==> config.mk <==
export PLATFORM = sky130hd
export DESIGN_NAME = fifo_burst_reader
export DESIGN_NICKNAME = d
export VERILOG_FILES = /design/src/rtl/fifo_burst_reader.sv
export SDC_FILE = /design/constraint.sdc
export NUM_CORES = 1
export LEC_CHECK = 0
export ABC_CLOCK_PERIOD_IN_PS = 3600
export CAP_MARGIN = 30
export CELL_PAD_IN_SITES_DETAIL_PLACEMENT = 1
export CELL_PAD_IN_SITES_GLOBAL_PLACEMENT = 1
export CORE_MARGIN = 3
export CORE_UTILIZATION = 43
export DETAILED_ROUTE_END_ITERATION = 10
export PLACE_DENSITY = 0.88
export SLEW_MARGIN = 20
export SYNTH_ARGS = -nofsm -noshare
export SYNTH_HDL_FRONTEND = slang
export SYNTH_SLANG_ARGS = --single-unit
==> constraint.sdc <==
create_clock -name iClk -period 3.6 [get_ports iClk]
set_clock_uncertainty 0.15 [all_clocks]
set_input_delay 0.72 -clock iClk [delete_from_list [all_inputs] [get_ports iClk]]
set_output_delay 0.72 -clock iClk [all_outputs]
set_load 0.01 [all_outputs]
==> src/rtl/fifo_burst_reader.sv <==
// fifo_burst_reader: pops one pBurstLen-word burst from a latency-0 FIFO into a valid/ready stream
// through a two-entry skid buffer, so the FIFO pop never depends combinationally on iReady.
module fifo_burst_reader #(
   parameter int pBitWidth = 8,
   parameter int pBurstLen = 16,
   parameter int pCntWidth = $clog2(pBurstLen + 1)
) (
   input  logic                 iClk,
   input  logic                 iRst,
   input  logic                 iStart,
   input  logic [pBitWidth-1:0] iRd,
   input  logic                 iEmp,
   output logic                 oRe,
   output logic [pBitWidth-1:0] oData,
   output logic                 oValid,
   input  logic                 iReady,
   output logic                 oLast,
   output logic                 oBusy,
   output logic                 oDone
);
   typedef enum logic [1:0] {IDLE, RUN, FLUSH, DONE} state_t;
   localparam logic [pCntWidth-1:0] LEN  = pCntWidth'(pBurstLen);
   localparam logic [pCntWidth-1:0] LAST = pCntWidth'(pBurstLen - 1);
   state_t               state_q;
   logic [pCntWidth-1:0] fetch_q, fetch_d, accept_q, accept_d;
   logic [pBitWidth-1:0] out_q, out_d, spare_q, spare_d;
   logic                 out_v_q, out_v_d, out_l_q, out_l_d;
   logic                 spare_v_q, spare_v_d, spare_l_q, spare_l_d;
   logic                 hs, pop_last, load_out, load_spare;
   assign hs         = out_v_q & iReady;
   assign oRe        = (state_q == RUN) & ~iEmp & (fetch_q < LEN) & ~spare_v_q;
   assign pop_last   = fetch_q == LAST;
   assign load_out   = oRe & (~out_v_q | hs);
   assign load_spare = oRe & out_v_q & ~hs;
   always_comb begin
      fetch_d   = fetch_q + pCntWidth'(oRe);
      accept_d  = accept_q + pCntWidth'(hs && accept_q < LEN);
      out_d     = load_out ? iRd : (hs & spare_v_q) ? spare_q : out_q;
      out_l_d   = load_out ? pop_last : (hs & spare_v_q) ? spare_l_q : out_l_q;
      out_v_d   = load_out | (hs ? spare_v_q : out_v_q);
      spare_d   = load_spare ? iRd : spare_q;
      spare_l_d = load_spare ? pop_last : spare_l_q;
      spare_v_d = load_spare | (spare_v_q & ~hs);
   end
   always_ff @(posedge iClk) begin
      if (iRst) begin
         state_q   <= IDLE;
         fetch_q   <= '0;
         accept_q  <= '0;
         out_q     <= '0;
         out_v_q   <= 1'b0;
         out_l_q   <= 1'b0;
         spare_q   <= '0;
         spare_v_q <= 1'b0;
         spare_l_q <= 1'b0;
      end else begin
         out_q     <= out_d;
         out_v_q   <= out_v_d;
         out_l_q   <= out_l_d;
         spare_q   <= spare_d;
         spare_v_q <= spare_v_d;
         spare_l_q <= spare_l_d;
         case (state_q)
            IDLE: if (iStart) begin
               state_q  <= RUN;
               fetch_q  <= '0;
               accept_q <= '0;
            end
            RUN: begin
               fetch_q  <= fetch_d;
               accept_q <= accept_d;
               if (fetch_d == LEN) state_q <= FLUSH;
            end
            FLUSH: begin
               accept_q <= accept_d;
               if (hs && accept_q == LAST) state_q <= DONE;
            end
            DONE: state_q <= IDLE;
         endcase
      end
   end
   assign oData  = out_q;
   assign oValid = out_v_q;
   assign oLast  = out_l_q & out_v_q;
   assign oBusy  = state_q != IDLE;
   assign oDone  = state_q == DONE;
endmodule

==> results of run 1 <==
==> cells in the mapped netlist (2+ instances only) <==
library cell / count / area (um^2)
o21bai_1: 2 / 15.0
buf_6: 2 / 22.5
mux2i_1: 22 / 220
a22oi_1: 4 / 30.0
inv_1: 4 / 15.0
a21oi_1: 2 / 10.0
clkbuf_1: 3 / 11.3
a21o_1: 2 / 15.0
a32oi_1: 6 / 52.6
nor2_1: 30 / 113
nor3_1: 3 / 15.0
nand2_1: 5 / 18.8
a211oi_2: 9 / 113
ha_1: 8 / 100
o21ai_0: 2 / 10.0
nand4_1: 3 / 18.8
nand3_1: 3 / 15.0
nand2b_1: 5 / 31.3
clkbuf_2: 2 / 10.0
dfxtp_1: 32 / 641
==> layout make-up <==
class / instances / area share (%)
Sequential cell: 32 / 32.2
Clock buffer: 6 / 3.65
Multi-Input combinational cell: 120 / 45.4
Tap cell: 46 / 2.89
Timing Repair Buffer: 27 / 13.3
Clock inverter: 2 / 1.76
Inverter: 4 / 0.755
==> metal layers <==
metal / track usage, % / vias up / wire, um
li1: - / 651 / -
met1: 21.4 / 644 / 1610
met2: 35.5 / 19 / 2180
met3: 5.16 / 6 / 141
met4: 6.58 / 0 / 44
met5: 0 / - / 0
==> flip-flops by register name (all words and copies together) (netlist names) <==
name / flops
spare_v_q: 1
oValid: 1
spare_l_q: 1
accept_q: 5
out_l_q: 1
oData: 8
state_q: 2
spare_q: 8
fetch_q: 5
==> cells by family after synthesis <==
| logic type | Yosys count | share of synthesized area [%] |
|---|---|---|
| flip-flops | 32 | 39.3 |
| buffers and inverters | 15 | 5.44 |
| AO/OA/AOI/OAI | 33 | 18.0 |
| XOR/XNOR | 2 | 1.07 |
| AND/OR/NAND/NOR | 55 | 16.6 |
| adder cells (fa/ha/maj) | 8 | 6.14 |
| multiplexers | 22 | 13.5 |
==> placed cells by master (no fill, tap or decap), types with 2 or more instances in the layout <==
cell,synthesis,layout
a211oi_2,9,9
a21o_1,2,2
a21oi_1,2,2
a22oi_1,4,4
a32oi_1,6,6
buf_4,1,2
clkbuf_8,1,5
clkdlybuf4s50_1,0,25
dfxtp_1,32,32
ha_1,8,8
inv_1,4,4
mux2i_1,22,22
nand2_1,5,5
nand2b_1,5,5
nand3_1,3,3
nand4_1,3,3
nor2_1,30,30
nor3_1,3,3
o21ai_0,2,2
o21bai_1,2,2
==> path summary, 6_finish.rpt <==
| path | end | slack, ns | cells past startpoint |
|---|---|---|---|
| setup / recovery | oRe | 0.50 | 3 |
| hold / removal | spare_q[2] | 0.36 | 2 |
| setup reg to reg | state_q[1] | 0.84 | 9 |
| hold reg to reg | spare_q[2] | 0.36 | 2 |
==> through the flow <==
stage / instance area [um^2] / setup slack, ns / instances
finish: 1990 / 0.498 / 237
global route: 1990 / 0.452 / 237
CTS: 1990 / 0.473 / 237
detailed placement: 1880 / 0.397 / 229
global placement: 1880 / 0.522 / 229
floorplan: 1630 / 1.07 / 167
==> where the power goes <==
part | switching [mW] | leakage, nW | internal (mW)
clock network | 0.135 | 0.0552 | 0.205
logic | 0.198 | 0.565 | 0.162
registers | 0.0285 | 0.259 | 0.390
==> critical path, cell delays in order <==
cell and delay [ns]:
clkdlybuf4s50_1 0.44, nor4b_4 0.45, clkdlybuf4s50_1 0.63
==> PnR_summary.wiki, run 1 <==
{| class="wikitable"
! Metric !! Value
|-
| Clock transition at the registers of the reported paths || 0.06 ns
|-
| Period Utilization, post-route || 86.2%
|-
| Netlist area before placement || 1630 um^2
|-
| CTS root buffer || clkbuf_8
|-
| Area growth, synth to finish || 21.9%
|-
| # Max-Cap Violations || 0
|-
| Most used flip-flop cell after synthesis || dfxtp_1
|-
| RD Place Congestion || 0.846
|-
| Sequential cell area || 641 um^2
|-
| Power per cell area || 562 nW/um^2
|-
| Number of enable flip-flop cells after synthesis || 0
|-
| Detailed-router iteration count before antenna repair || 4
|-
| WS Path Type || primary input to output pin
|-
| LEAKAGE || 0.879 nW
|-
| Standard-cell row count || 21
|-
| Maximum root-to-sink buffer count || 2
|-
| Via count of the first global-routing pass || 1,398
|-
| Mean instance size in the synthesized netlist || 9.77 um^2
|-
| Hold_sp || spare_q[2]
|-
| Multi-input combinational cell area || 902 um^2
|-
| Critical path endpoint category || output pin
|-
| Routed via count || 1,320
|-
| Count of unique library cells instantiated by Yosys || 38
|-
| Total DRC errors in the routed layout || 0
|-
| Area of the core region || 3490 um^2
|-
| CTS Hold Buffers Added || 0
|-
| Worst IR Drop VDD || 0.387 mV
|-
| Startpoint of the worst register-to-register path || state_q[1]
|-
| Proportion of synthesized flip-flops having asynchronous set or reset || 0%
|-
| Total of buffers placed on input and output ports || 25
|-
| Overall die width || 67.6 um
|-
| Final hold viol count || 0
|-
| Worst Path Max Fanout || 6
|-
| Post-synth net total || 188
|-
| Utilization after layout || 56.9%
|-
| Clock sink total || 32
|-
| Sum of negative setup slack || 0 ns
|-
| Die Footprint || 4570 um^2
|-
| Top-level port count || 26
|-
| Share of the yosys chip area belonging to registers || 39.3%
|-
| Status || complete, no violations
|-
| Routed Antenna Nets || 0
|-
| Fraction of final layout cells with drive strength greater than 1 || 11.0%
|-
| Final Net Count || 211
|-
| CTS resizes || 0
|-
| Total power || 1.12 mW
|-
| CP startpoint || iEmp
|-
| Post-Synthesis Cells || 167
|-
| Setup repair after global routing missed its margin || no
|-
| Total grt overflow || 0
|-
| Total wire length after detailed routing || 3.98 mm
|-
| Synthesis Warnings || 0
|-
| Seq cells post-synth || 32
|-
| Peak clock frequency supported by timing || 322 MHz
|-
| Count of H-tree levels built during CTS || 2
|-
| CP Launch Type || primary input
|-
| Worst path required time || 2.73 ns
|-
| Worst hold slack || 0.358 ns
|-
| Rel. slew slack || 56.5%
|-
| Starting utilization of the core area || 46.7%
|-
| Final antenna diode count || 0
|-
| Vertical die dimension || 67.6 um
|-
| Antenna violations before repair || 0
|-
| Slew at the pin closest to its max-slew limit || 0.651 ns
|-
| DP Wirelength || 2.80 mm
|-
| Hold crit path type || register to register
|-
| Wire length of the first global-routing pass || 6.55 mm
|-
| Cts bufs inserted || 5
|-
| Final Critical Period || 3.10 ns
|-
| Final-layout fill cell count || 386
|-
| Final max-slew violation count || 0
|-
| Ratio of routed vias to standard cells || 5.57
|-
| Setup violators final || 0
|-
| Clock network latency to the later pin of the worst-skew pair || 0.29 ns
|-
| Routed wire per std cell || 16.8 um
|-
| DRC marker count from the first detailed-route iteration || 63
|-
| Overall global routing resource usage || 19.4%
|-
| Maximum number of pins on one net before global-route repair || 33
|-
| CTS tree || yes
|-
| Critical Path AT || 2.23 ns
|-
| Setup Buffers After CTS || 0
|}
No activity file was read; power rests on OpenSTA's default activity.
==> inputs of run 2 (changes only) <==
--- a/config.mk
+++ b/config.mk
@@ -13,7 +13,7 @@
 export CORE_UTILIZATION = 43
 export DETAILED_ROUTE_END_ITERATION = 10
 export PLACE_DENSITY = 0.88
-export SLEW_MARGIN = 20
+export SLEW_MARGIN = 5
 export SYNTH_ARGS = -nofsm -noshare
 export SYNTH_HDL_FRONTEND = slang
 export SYNTH_SLANG_ARGS = --single-unit
==> results of run 2 <==
Same layout as run 1: the final DEF is identical, and so are final timing and power.
